<file path="src/rtl/renode_pkg.sv">
// Shared types for the Renode interrupt bridge blocks.
// Events carry a line index and the new level of that line.
package renode_pkg;

  localparam int unsigned MaxInterrupts = 256;

  typedef struct packed {
    logic [7:0] addr;
    logic       level;
  } irq_event_t;

endpackage

</file>
<file path="src/rtl/renode_sync_fifo.sv">
// Synchronous FIFO with registered head, reusable by Renode bridges.
// Wrap-bit pointers distinguish full from empty.
module renode_sync_fifo #(
  parameter type T     = logic,
  parameter int  Depth = 4
) (
  input  logic                         clk,
  input  logic                         rst_n,
  input  logic                         push_i,
  input  T                             data_i,
  input  logic                         pop_i,
  output T                             data_o,
  output logic                         full_o,
  output logic                         empty_o,
  output logic [$clog2(Depth+1)-1:0]   count_o
);

  localparam int AW = $clog2(Depth);

  T             mem_q [Depth];
  logic [AW:0]  wptr_q, wptr_d;
  logic [AW:0]  rptr_q, rptr_d;
  logic         do_push;
  logic         do_pop;

  assign empty_o = (wptr_q == rptr_q);
  assign full_o  = (wptr_q[AW] != rptr_q[AW]) &&
                   (wptr_q[AW-1:0] == rptr_q[AW-1:0]);
  assign count_o = wptr_q - rptr_q;
  assign data_o  = mem_q[rptr_q[AW-1:0]];

  // A pop frees the slot being written, so a full FIFO can push and pop together.
  assign do_pop  = pop_i & ~empty_o;
  assign do_push = push_i & (~full_o | do_pop);

  always_comb begin
    wptr_d = wptr_q;
    rptr_d = rptr_q;
    if (do_push) wptr_d = wptr_q + 1'b1;
    if (do_pop)  rptr_d = rptr_q + 1'b1;
  end

  always_ff @(posedge clk or negedge rst_n) begin
    if (!rst_n) begin
      wptr_q <= '0;
      rptr_q <= '0;
      for (int i = 0; i < Depth; i++) mem_q[i] <= '0;
    end else begin
      wptr_q <= wptr_d;
      rptr_q <= rptr_d;
      if (do_push) mem_q[wptr_q[AW-1:0]] <= data_i;
    end
  end

endmodule

</file>
<file path="src/rtl/renode_irq_event_queue.sv">
// Turns interrupt line changes into queued {index, level} events.
// Lowest pending line wins; transient toggles set a sticky flag.
module renode_irq_event_queue
  import renode_pkg::*;
#(
  parameter  int InterruptsCount = 1,
  parameter  int FifoDepth       = 4,
  localparam int AddrWidth = (InterruptsCount < 2) ? 1 : $clog2(InterruptsCount),
  localparam int CntW      = $clog2(FifoDepth + 1)
) (
  input  logic                       clk,
  input  logic                       resetn,
  input  logic [InterruptsCount-1:0] interrupts,
  output logic                       event_valid,
  input  logic                       event_ready,
  output logic [AddrWidth-1:0]       event_addr,
  output logic                       event_level,
  output logic [CntW-1:0]            event_count,
  output logic                       coalesced,
  input  logic                       coalesced_clr
);

  logic [InterruptsCount-1:0] reported_q, reported_d;
  logic [InterruptsCount-1:0] pend_q;
  logic [InterruptsCount-1:0] enq_q, enq_d;
  logic [InterruptsCount-1:0] pending;
  logic [AddrWidth-1:0]       sel;
  logic                       coalesced_q, coalesced_d;
  logic                       push, pop, full, empty;
  logic                       coal_evt;
  irq_event_t                 in_ev, head;

  assign pending = interrupts ^ reported_q;
  assign pop     = ~empty & event_ready;
  assign push    = (|pending) & (~full | pop);

  always_comb begin
    sel = '0;
    for (int i = InterruptsCount - 1; i >= 0; i--) begin
      if (pending[i]) sel = AddrWidth'(i);
    end
  end

  always_comb begin
    reported_d = reported_q;
    enq_d      = '0;
    in_ev.addr  = 8'(sel);
    in_ev.level = interrupts[sel];
    if (push) begin
      reported_d[sel] = interrupts[sel];
      enq_d[sel]      = 1'b1;
    end
  end

  // A line that was waiting and is no longer pending without being queued
  assign coal_evt = |(pend_q & ~enq_q & ~pending);

  always_comb begin
    coalesced_d = coalesced_q;
    if (coalesced_clr) coalesced_d = 1'b0;
    if (coal_evt)      coalesced_d = 1'b1;
  end

  always_ff @(posedge clk or negedge resetn) begin
    if (!resetn) begin
      reported_q  <= '0;
      pend_q      <= '0;
      enq_q       <= '0;
      coalesced_q <= 1'b0;
    end else begin
      reported_q  <= reported_d;
      pend_q      <= pending;
      enq_q       <= enq_d;
      coalesced_q <= coalesced_d;
    end
  end

  renode_sync_fifo #(
    .T     (irq_event_t),
    .Depth (FifoDepth)
  ) u_fifo (
    .clk     (clk),
    .rst_n   (resetn),
    .push_i  (push),
    .data_i  (in_ev),
    .pop_i   (pop),
    .data_o  (head),
    .full_o  (full),
    .empty_o (empty),
    .count_o (event_count)
  );

  assign event_valid = ~empty;
  assign event_addr  = AddrWidth'(head.addr);
  assign event_level = head.level;
  assign coalesced   = coalesced_q;

endmodule

</file>
<file path="config.mk">
export PLATFORM = sky130hd
export DESIGN_NAME = renode_irq_event_queue
export DESIGN_NICKNAME = d
export VERILOG_FILES = /design/src/rtl/renode_pkg.sv /design/src/rtl/renode_sync_fifo.sv /design/src/rtl/renode_irq_event_queue.sv
export SDC_FILE = /design/constraint.sdc
export NUM_CORES = 1
export LEC_CHECK = 0
export ABC_CLOCK_PERIOD_IN_PS = 8200
export CAP_MARGIN = 10
export CORE_ASPECT_RATIO = 0.7
export CORE_MARGIN = 1
export CORE_UTILIZATION = 59
export CTS_CLUSTER_DIAMETER = 80
export DETAILED_ROUTE_END_ITERATION = 7
export MAX_ROUTING_LAYER = met4
export PLACE_DENSITY = 0.86
export SYNTH_ARGS = -nofsm -noshare
export SYNTH_HDL_FRONTEND = slang
export SYNTH_HIERARCHICAL = 1
export SYNTH_SLANG_ARGS = --single-unit
export TNS_END_PERCENT = 10
</file>
<file path="constraint.sdc">
create_clock -name clk -period 8.2 [get_ports clk]
set_clock_uncertainty 0.15 [all_clocks]
set_input_delay 1.64 -clock clk [delete_from_list [all_inputs] [get_ports clk]]
set_output_delay 1.64 -clock clk [all_outputs]
set_load 0.01 [all_outputs]
</file>
==> results.cfg, run 1 <==
[run_status]
status = finished clean

[placement]
dp.cells = 115
routabilityCongestion = 0.8453
portBuffers = 11
hpwlAfterDp_mm = 1.323

[detailed_routing]
wl_per_cell_um = 14.56
ant_nets = 0
vias = 628
drc = 0
drt-initial-drc-count = 13
routed_wl_mm = 1.733
avgViaCountPerCell = 5.277
dr.pass1.iters = 4

[worst_hold_path]
hold_path.class = flop to flop
hp-start = enq_q

[yosys]
synth_area_mm2 = 0.001017
synth.avg_cell_area_um2 = 12.11
ys_warn_count = 6
syn-instance-count = 84

[final_layout]
areaGrowthSynthToFinish_pct = 15.99
antenna_cells = 0
n_fill_cell = 111
layout.nets = 112
seq_area_um2 = 450.4
layout-drive-gt1-share = 0.2449
layout.cells.non_filler = 119
multi_input_area_um2 = 526.8

[die]
io_pins = 12
rows = 12
fp.dieArea_mm2 = 0.001897
core_mm2 = 0.001607
die-width_um = 51.63
die_h_um = 36.74
initial_core_util = 0.6332

[timing]
tightest_slew_ps = 773.1
relSlewSlack = 0.4830
fin_setup_tns_ps = 0
fmax_mhz = 252.5
setup_viol = 0
min_period_over_period = 0.4830
slew_viol_final = 0
worst_hold_slack_ps = 314.8
fin_crit_ps = 3960
rsz0062_at_grt = no
hold_violations = 0

[cts]
clk_path_buf_depth = 2
clock-sinks = 18
cts_tree = yes
cts_root_buf = clkbuf_4
clkTransAtPathRegs_ps = 100
hold_buffers = 0
worstSkewPairLatency_ps = 290
htreeDepth = 1
post_cts_resized = 0
cts_buffers = 3
post_cts_buffers = 0

[global_route]
grt_pass1_wl_mm = 2.918
grt_pass1_vias = 626
grt-ovfl-total = 0
antenna_found_initial = 0
grt_max_degree = 19
track_usage = 0.2378

[power_and_ir_drop]
power_frac_seq = 0.312
peakVddDrop_uv = 310.5
leakage_uw = 0.0005285
intPower_uw = 347.1
power_switching_uw = 228.1
switching_share = 0.3965
p_per_area_mw_per_mm2 = 487.5
pwr-share-comb = 0.594
clock_power_share = 0.094

[worst_setup_path]
required_ps = 6410
worstSetupStartpoint = u_fifo/wptr_q[0]
critPathKind = flop to output port
worstSetupEndpointType = output port
rrSetupSlack_ps = 5610
arrival_ps = 2170
start_kind = flop
worstReg2RegStart = u_fifo/wptr_q[0]
cp_max_fo = 4

[run]
max_cap_violations = 0
## final cells by class
class	count	share of cell area
multi-input cells	57	0.4464
flip-flops and latches	18	0.3818
repair buffers	11	0.09332
clock buffers	4	0.03075
inverters	8	0.02545
well taps	21	0.02227
## final timing paths
kind | cells after the start | end
min | 1 | coalesced
min reg2reg | 1 | coalesced
max reg2reg | 10 | u_fifo/mem_q[0]
max in group asynchronous | 1 | u_fifo/mem_q[0]
min in group asynchronous | 1 | u_fifo/wptr_q[0]
max | 5 | event_count[2]
## registers in the layout (all words and copies together) (netlist names)
register       count
coalesced          1
enq_q              1
pend_q             1
reported_q         1
u_fifo/mem_q       8
u_fifo/rptr_q      3
u_fifo/wptr_q      3
## critical path, stage by stage, from the launching register on
cell	delay (ps)
dfrtp_1	450
inv_1	110
ha_1	220
fa_1	380
xnor2_1	170
clkdlybuf4s50_1	550
## per-stage QoR
step	power (uW)	utilization	instance area [um^2]	setup slack [ps]
2_1_floorplan	405.6	-	1028	5117
3_3_place_gp	510.1	0.7118	1144	4639
3_5_place_dp	520.2	0.7118	1144	4584
4_1_cts	576.9	0.7344	1180	4250
5_1_grt	623.5	0.7344	1180	4114
6_report	575.2	0.7344	1180	4240
## routing by layer
| metal | wire, um | global-route usage |
|---|---|---|
| met1 | 858 | 0.3016 |
| met2 | 770 | 0.3506 |
| met3 | 75 | 0.09167 |
| met4 | 29 | 0.08108 |
| met5 | 0 | - |
## power by group through the flow
stage,registers [uW],logic [uW],clock network [uW]
detailed placement,181,339,0
global placement,177,333,0
CTS,179,342,56.2
finish,179,342,54.1
global route,186,378,59.6
floorplan,163,243,0
## placed cells by master, fill, tap and decap left out, drive strengths merged
master          n
nor2            2
nand2b          1
conb            4
xor2            2
ha              7
o32ai           1
nor2b           1
clkbuf          4
and2            1
nand2           6
a31oi           2
a21o            1
fa              1
o21ai           2
mux2           11
mux4            2
o311ai          1
clkdlybuf4s50  11
and3b           1
inv             8
or3             1
a21oi           5
nand3b          1
dfrtp          18
xnor2           4
No activity file was read; power rests on OpenSTA's default activity.
==> run 2, diff against run 1 <==
- ABC_CLOCK_PERIOD_IN_PS: 8200 -> 3900
- clock period: 8.2 -> 3.9 ns (I/O delays scaled with it)
==> run 2 against run 1 <==
  * Die area is the same
  * Hold slack got worse by 1.7 ps
  * Power grew 110%
  * Register-to-register slack got worse by 4300 ps
  * Routed wire length shrank 0.87%
  * Critical endpoint unchanged
  * Largest power group unchanged
==> results.cfg, run 2 (synthesized netlist as in run 1, its figures left out) <==
[run_status]
status = finished clean

[die]
die_h_um = 36.74
core_mm2 = 0.001607
rows = 12
fp.dieArea_mm2 = 0.001897
io_pins = 12
initial_core_util = 0.6332
die-width_um = 51.63

[power_and_ir_drop]
p_per_area_mw_per_mm2 = 1023
intPower_uw = 730.3
power_switching_uw = 476.8
pwr-share-comb = 0.595
clock_power_share = 0.093
leakage_uw = 0.0005285
peakVddDrop_uv = 651.0
power_frac_seq = 0.312
switching_share = 0.3950

[worst_setup_path]
r2r_cells = 10
start_kind = flop
worstSetupEndpoint = event_count[2]
critPathTopFamily = buffers and inverters
slowest_stage = clkdlybuf4s50_1
crit_buf_inv = 2
required_ps = 2970
worstSetupStartpoint = u_fifo/wptr_q[0]
reg2reg_to = u_fifo/mem_q[0]
rrSetupSlack_ps = 1310
critPathMaxStageDelay_ps = 550
cp_cell_sequence = inv_1, ha_1, fa_1, xnor2_1, clkdlybuf4s50_1
cp.depth = 5
critPathKind = flop to output port
cp_max_fo = 4
worstReg2RegStart = u_fifo/rptr_q[1]
arrival_ps = 2150
worstSetupEndpointType = output port

[final_layout]
n_fill_cell = 111
layout_commonest_cell = dfrtp_1
areaGrowthSynthToFinish_pct = 15.99
layout-drive-gt1-share = 0.2449
largest_registers = u_fifo/mem_q x8, u_fifo/rptr_q x3, u_fifo/wptr_q x3
antenna_cells = 0
regMostFlops = u_fifo/mem_q
final_cell_mix = dfrtp_1 (18), clkdlybuf4s50_1 (11), mux2_2 (10)
layout.nets = 112
final_util = 0.7344
largest_reg_flops = 8

[cts]
cts_buffers = 3
clock-sinks = 18
htreeDepth = 1
clk_path_buf_depth = 2
cts_root_buf = clkbuf_4
post_cts_buffers = 0
cts_tree = yes
post_cts_resized = 0
clkTransAtPathRegs_ps = 100
hold_buffers = 0
worstSkewPairLatency_ps = 290

[timing]
fin_crit_ps = 3081
rsz0062_at_grt = no
worst_hold_slack_ps = 313.1
setup_viol = 0
min_period_over_period = 0.7900
fin_setup_tns_ps = 0
fin_ws_ps = 819.0
fmax_mhz = 324.6
tightest_slew_ps = 774.4
hold_violations = 0
slew_viol_final = 0
relSlewSlack = 0.4821

[detailed_routing]
avgViaCountPerCell = 5.286
vias = 629
wl_per_cell_um = 14.44
dr.pass1.iters = 4
ant_nets = 0
routed_wl_mm = 1.718
drt-initial-drc-count = 7
drc = 0

[global_route]
grt-ovfl-total = 0
grt_pass1_vias = 626
grt_pass1_wl_mm = 2.918
antenna_found_initial = 0
grt_max_degree = 19
track_usage = 0.2368

[placement]
hpwlAfterDp_mm = 1.323
routabilityCongestion = 0.8455
pre_cts_slack_ps = 1143
portBuffers = 11

[worst_hold_path]
hold_path.class = flop to flop

[run]
max_cap_violations = 0
[run 2: cell counts in the layout (fill, tap and decap cells not counted)]
No cell type changed its count.
[run 2: cell type report]
cell class	count	area [um^2]	share of cell area
multi-input cells	57	526.8	0.4464
clock buffers	4	36.28	0.03075
flip-flops and latches	18	450.4	0.3818
inverters	8	30.03	0.02545
well taps	21	26.28	0.02227
repair buffers	11	110.1	0.09332
[run 2: worst register-to-register path: cells and delay by family, from the launching register on]
kind                       cells  cell delay [ps]
buffers and inverters          1               80
adders and majority gates      1              360
muxes                          1              330
DFF                            1              510
and+or+nand+nor                6              930
AOI/OAI and AO/OA              1              130
[run 2: routing by layer]
| layer | routed length (um) | share of wire | track usage |
|---|---|---|---|
| met1 | 808 | 0.47 | 0.3016 |
| met2 | 770 | 0.45 | 0.3474 |
| met3 | 110 | 0.064 | 0.09167 |
| met4 | 29 | 0.017 | 0.08108 |
| met5 | 0 | 0 | - |
[run 2: worst min path at each step]
| stage | from | to | depth (start not counted) | slack, ps |
|---|---|---|---|---|
| floorplan | enq_q | coalesced | 1 | 270 |
| global placement | enq_q | coalesced | 1 | 280 |
| detailed placement | enq_q | coalesced | 1 | 300 |
| CTS | enq_q | coalesced | 1 | 310 |
| global route | enq_q | coalesced | 1 | 340 |
| finish | enq_q | coalesced | 1 | 310 |
[run 2: metrics by stage]
step | cell area [um^2] | std cells | total power (uW)
2_1_floorplan | 1028 | 87 | 852.8
3_3_place_gp | 1144 | 115 | 1073
3_5_place_dp | 1144 | 115 | 1094
4_1_cts | 1180 | 119 | 1213
5_1_grt | 1180 | 119 | 1309
6_report | 1180 | 119 | 1207
[run 2: power by group through the flow]
stage,registers (uW),logic [uW],clock network [uW]
final,376,719,112
after floorplan,343,510,0
after global placement,372,700,0
after global routing,390,795,124
after CTS,376,720,118
after detailed placement,380,713,0
==> run 3, diff against run 2 <==
- ABC_CLOCK_PERIOD_IN_PS: 3900 -> 2900
- clock period: 3.9 -> 2.9 ns (I/O delays scaled with it)
==> run 3 against run 2 <==
  * Routed wire length up 6.6%
  * Core utilization down 0.23 points
  * Sequential share of layout area up 0.33 points
  * Highest routed layer unchanged
  * Critical path type unchanged
==> results.cfg, run 3 (synthesized netlist as in run 1, its figures left out) <==
[cts]
clk_path_buf_depth = 2
cts_buffers = 3
htreeDepth = 1
hold_buffers = 0
worstSkewPairLatency_ps = 280
cts_root_buf = clkbuf_4
clock-sinks = 18
clkTransAtPathRegs_ps = 90
cts_tree = yes

[worst_hold_path]
min_path_cells = 1
worstHoldEndpoint = coalesced
hold_path.class = flop to flop
hp-start = enq_q

[power_and_ir_drop]
p_per_area_mw_per_mm2 = 1376
leakage_uw = 0.0005241
p_total_uw = 1618
peakVddDrop_uv = 974.4

[timing]
fin_ws_ps = 103.5
tightest_slew_ps = 789.5
rsz0062_at_grt = no
slew_viol_final = 0
fmax_mhz = 357.6
fin_setup_tns_ps = 0
hold_violations = 0
fin_crit_ps = 2796
worst_hold_slack_ps = 327.0
setup_viol = 0
min_period_over_period = 0.9643
relSlewSlack = 0.4720

[worst_setup_path]
cp_max_fo = 5
critPathKind = flop to output port
crit_buf_inv = 1
reg2reg_to = u_fifo/mem_q[0]
rrSetupSlack_ps = 390
arrival_ps = 2070
cp_cell_sequence = ha_1, fa_1, xnor2_1, clkdlybuf4s50_1
slowest_stage = clkdlybuf4s50_1
critPathTopFamily = adder cells
worstSetupEndpointType = output port
r2r_cells = 9
worstReg2RegStart = u_fifo/rptr_q[0]
start_kind = flop
required_ps = 2170
critPathMaxStageDelay_ps = 550

[global_route]
grt_max_degree = 19
grt_pass1_vias = 683
grt_pass1_wl_mm = 3.284
antenna_found_initial = 0
grt-ovfl-total = 0
track_usage = 0.2642

[final_layout]
layout_commonest_cell = dfrtp_1
largest_reg_flops = 8
antenna_cells = 0
layout.nets = 113
largest_registers = u_fifo/mem_q x8, u_fifo/rptr_q x3, u_fifo/wptr_q x3
regMostFlops = u_fifo/mem_q
layout.cells.non_filler = 119
layout-drive-gt1-share = 0.2653
n_fill_cell = 123
final_cell_mix = dfrtp_1 (16), clkdlybuf4s50_1 (11), mux2_2 (10)
areaGrowthSynthToFinish_pct = 15.62

[run_status]
status = finished clean

[detailed_routing]
ant_nets = 0
routed_wl_mm = 1.832
dr.pass1.iters = 4
wl_per_cell_um = 15.39
avgViaCountPerCell = 5.412
vias = 644
drt-initial-drc-count = 13
drc = 0

[run]
max_cap_violations = 0

[placement]
pre_cts_slack_ps = 326.2
routabilityCongestion = 0.8234
hpwlAfterDp_mm = 1.457
dp.cells = 115
portBuffers = 11

[die]
die_h_um = 36.74
core_mm2 = 0.001607
io_pins = 12
initial_core_util = 0.6332
fp.dieArea_mm2 = 0.001897
die-width_um = 51.63
rows = 12
-- run 3: cell types whose count changed in the layout (fill, tap and decap cells not counted), sizes merged --
cell and delta:
buf +1, clkbuf -1
-- run 3: metal layers --
metal  up-vias  GRT usage  wire [um]
met3         4    0.09167         78
met4         0    0.08108         21
met2        12     0.4123        907
li1        310          -          -
met1       318     0.3269        824
met5         -          -          0
-- run 3: timing repair --
| item | 4_1_cts | 5_1_grt |
|---|---|---|
| buffers inserted | 1 | 0 |
| resized for setup | 0 | 2 |
| hold endpoints to repair | 0 | 0 |
| setup endpoints to repair | 1 | 2 |
-- run 3: how the worst max path moves through the flow --
stage                     startpoint              end  slack (ps)  cells past startpoint
detailed placement        interrupts  u_fifo/mem_q[1]         330                      6
floorplan           u_fifo/rptr_q[1]  u_fifo/mem_q[0]         430                     12
global route        u_fifo/rptr_q[0]   event_count[2]          20                      4
global placement    u_fifo/wptr_q[0]   event_count[2]         350                      5
CTS                 u_fifo/rptr_q[0]   event_count[2]          50                      4
finish              u_fifo/rptr_q[0]   event_count[2]         100                      4
-- run 3: final cells by class --
cell class,instances,area (um^2),share of cell area
Multi-Input combinational cell,57,526.8,0.4479
Sequential cell,18,452.9,0.3851
Timing Repair Buffer,12,117.6,0.1000
Inverter,8,30.03,0.02553
Tap cell,21,26.28,0.02234
Clock buffer,3,22.52,0.01915
-- run 3: worst register-to-register path, cell delays in order (launching register included) --
cell      delay (ps)
dfrtp_2          460
ha_1             380
nand2_1          110
nor2_1           210
nor2b_4           80
nand2b_4         150
and2_2           220
nand2_1          150
a21o_1           140
mux2_2           330
-- run 3: per-stage QoR --
stage	utilization	instance area, um^2
2_1_floorplan	-	1028
3_3_place_gp	0.7118	1144
3_5_place_dp	0.7118	1144
4_1_cts	0.7305	1174
5_1_grt	0.7321	1176
6_report	0.7321	1176
-- run 3: report_power, final --
part | switching (uW) | internal (uW) | leakage, uW
Sequential | 116 | 383 | 0.000211
Combinational | 463 | 539 | 0.000299
Clock | 68.9 | 48.2 | 0.0000138
Total | 648 | 970 | 0.000524
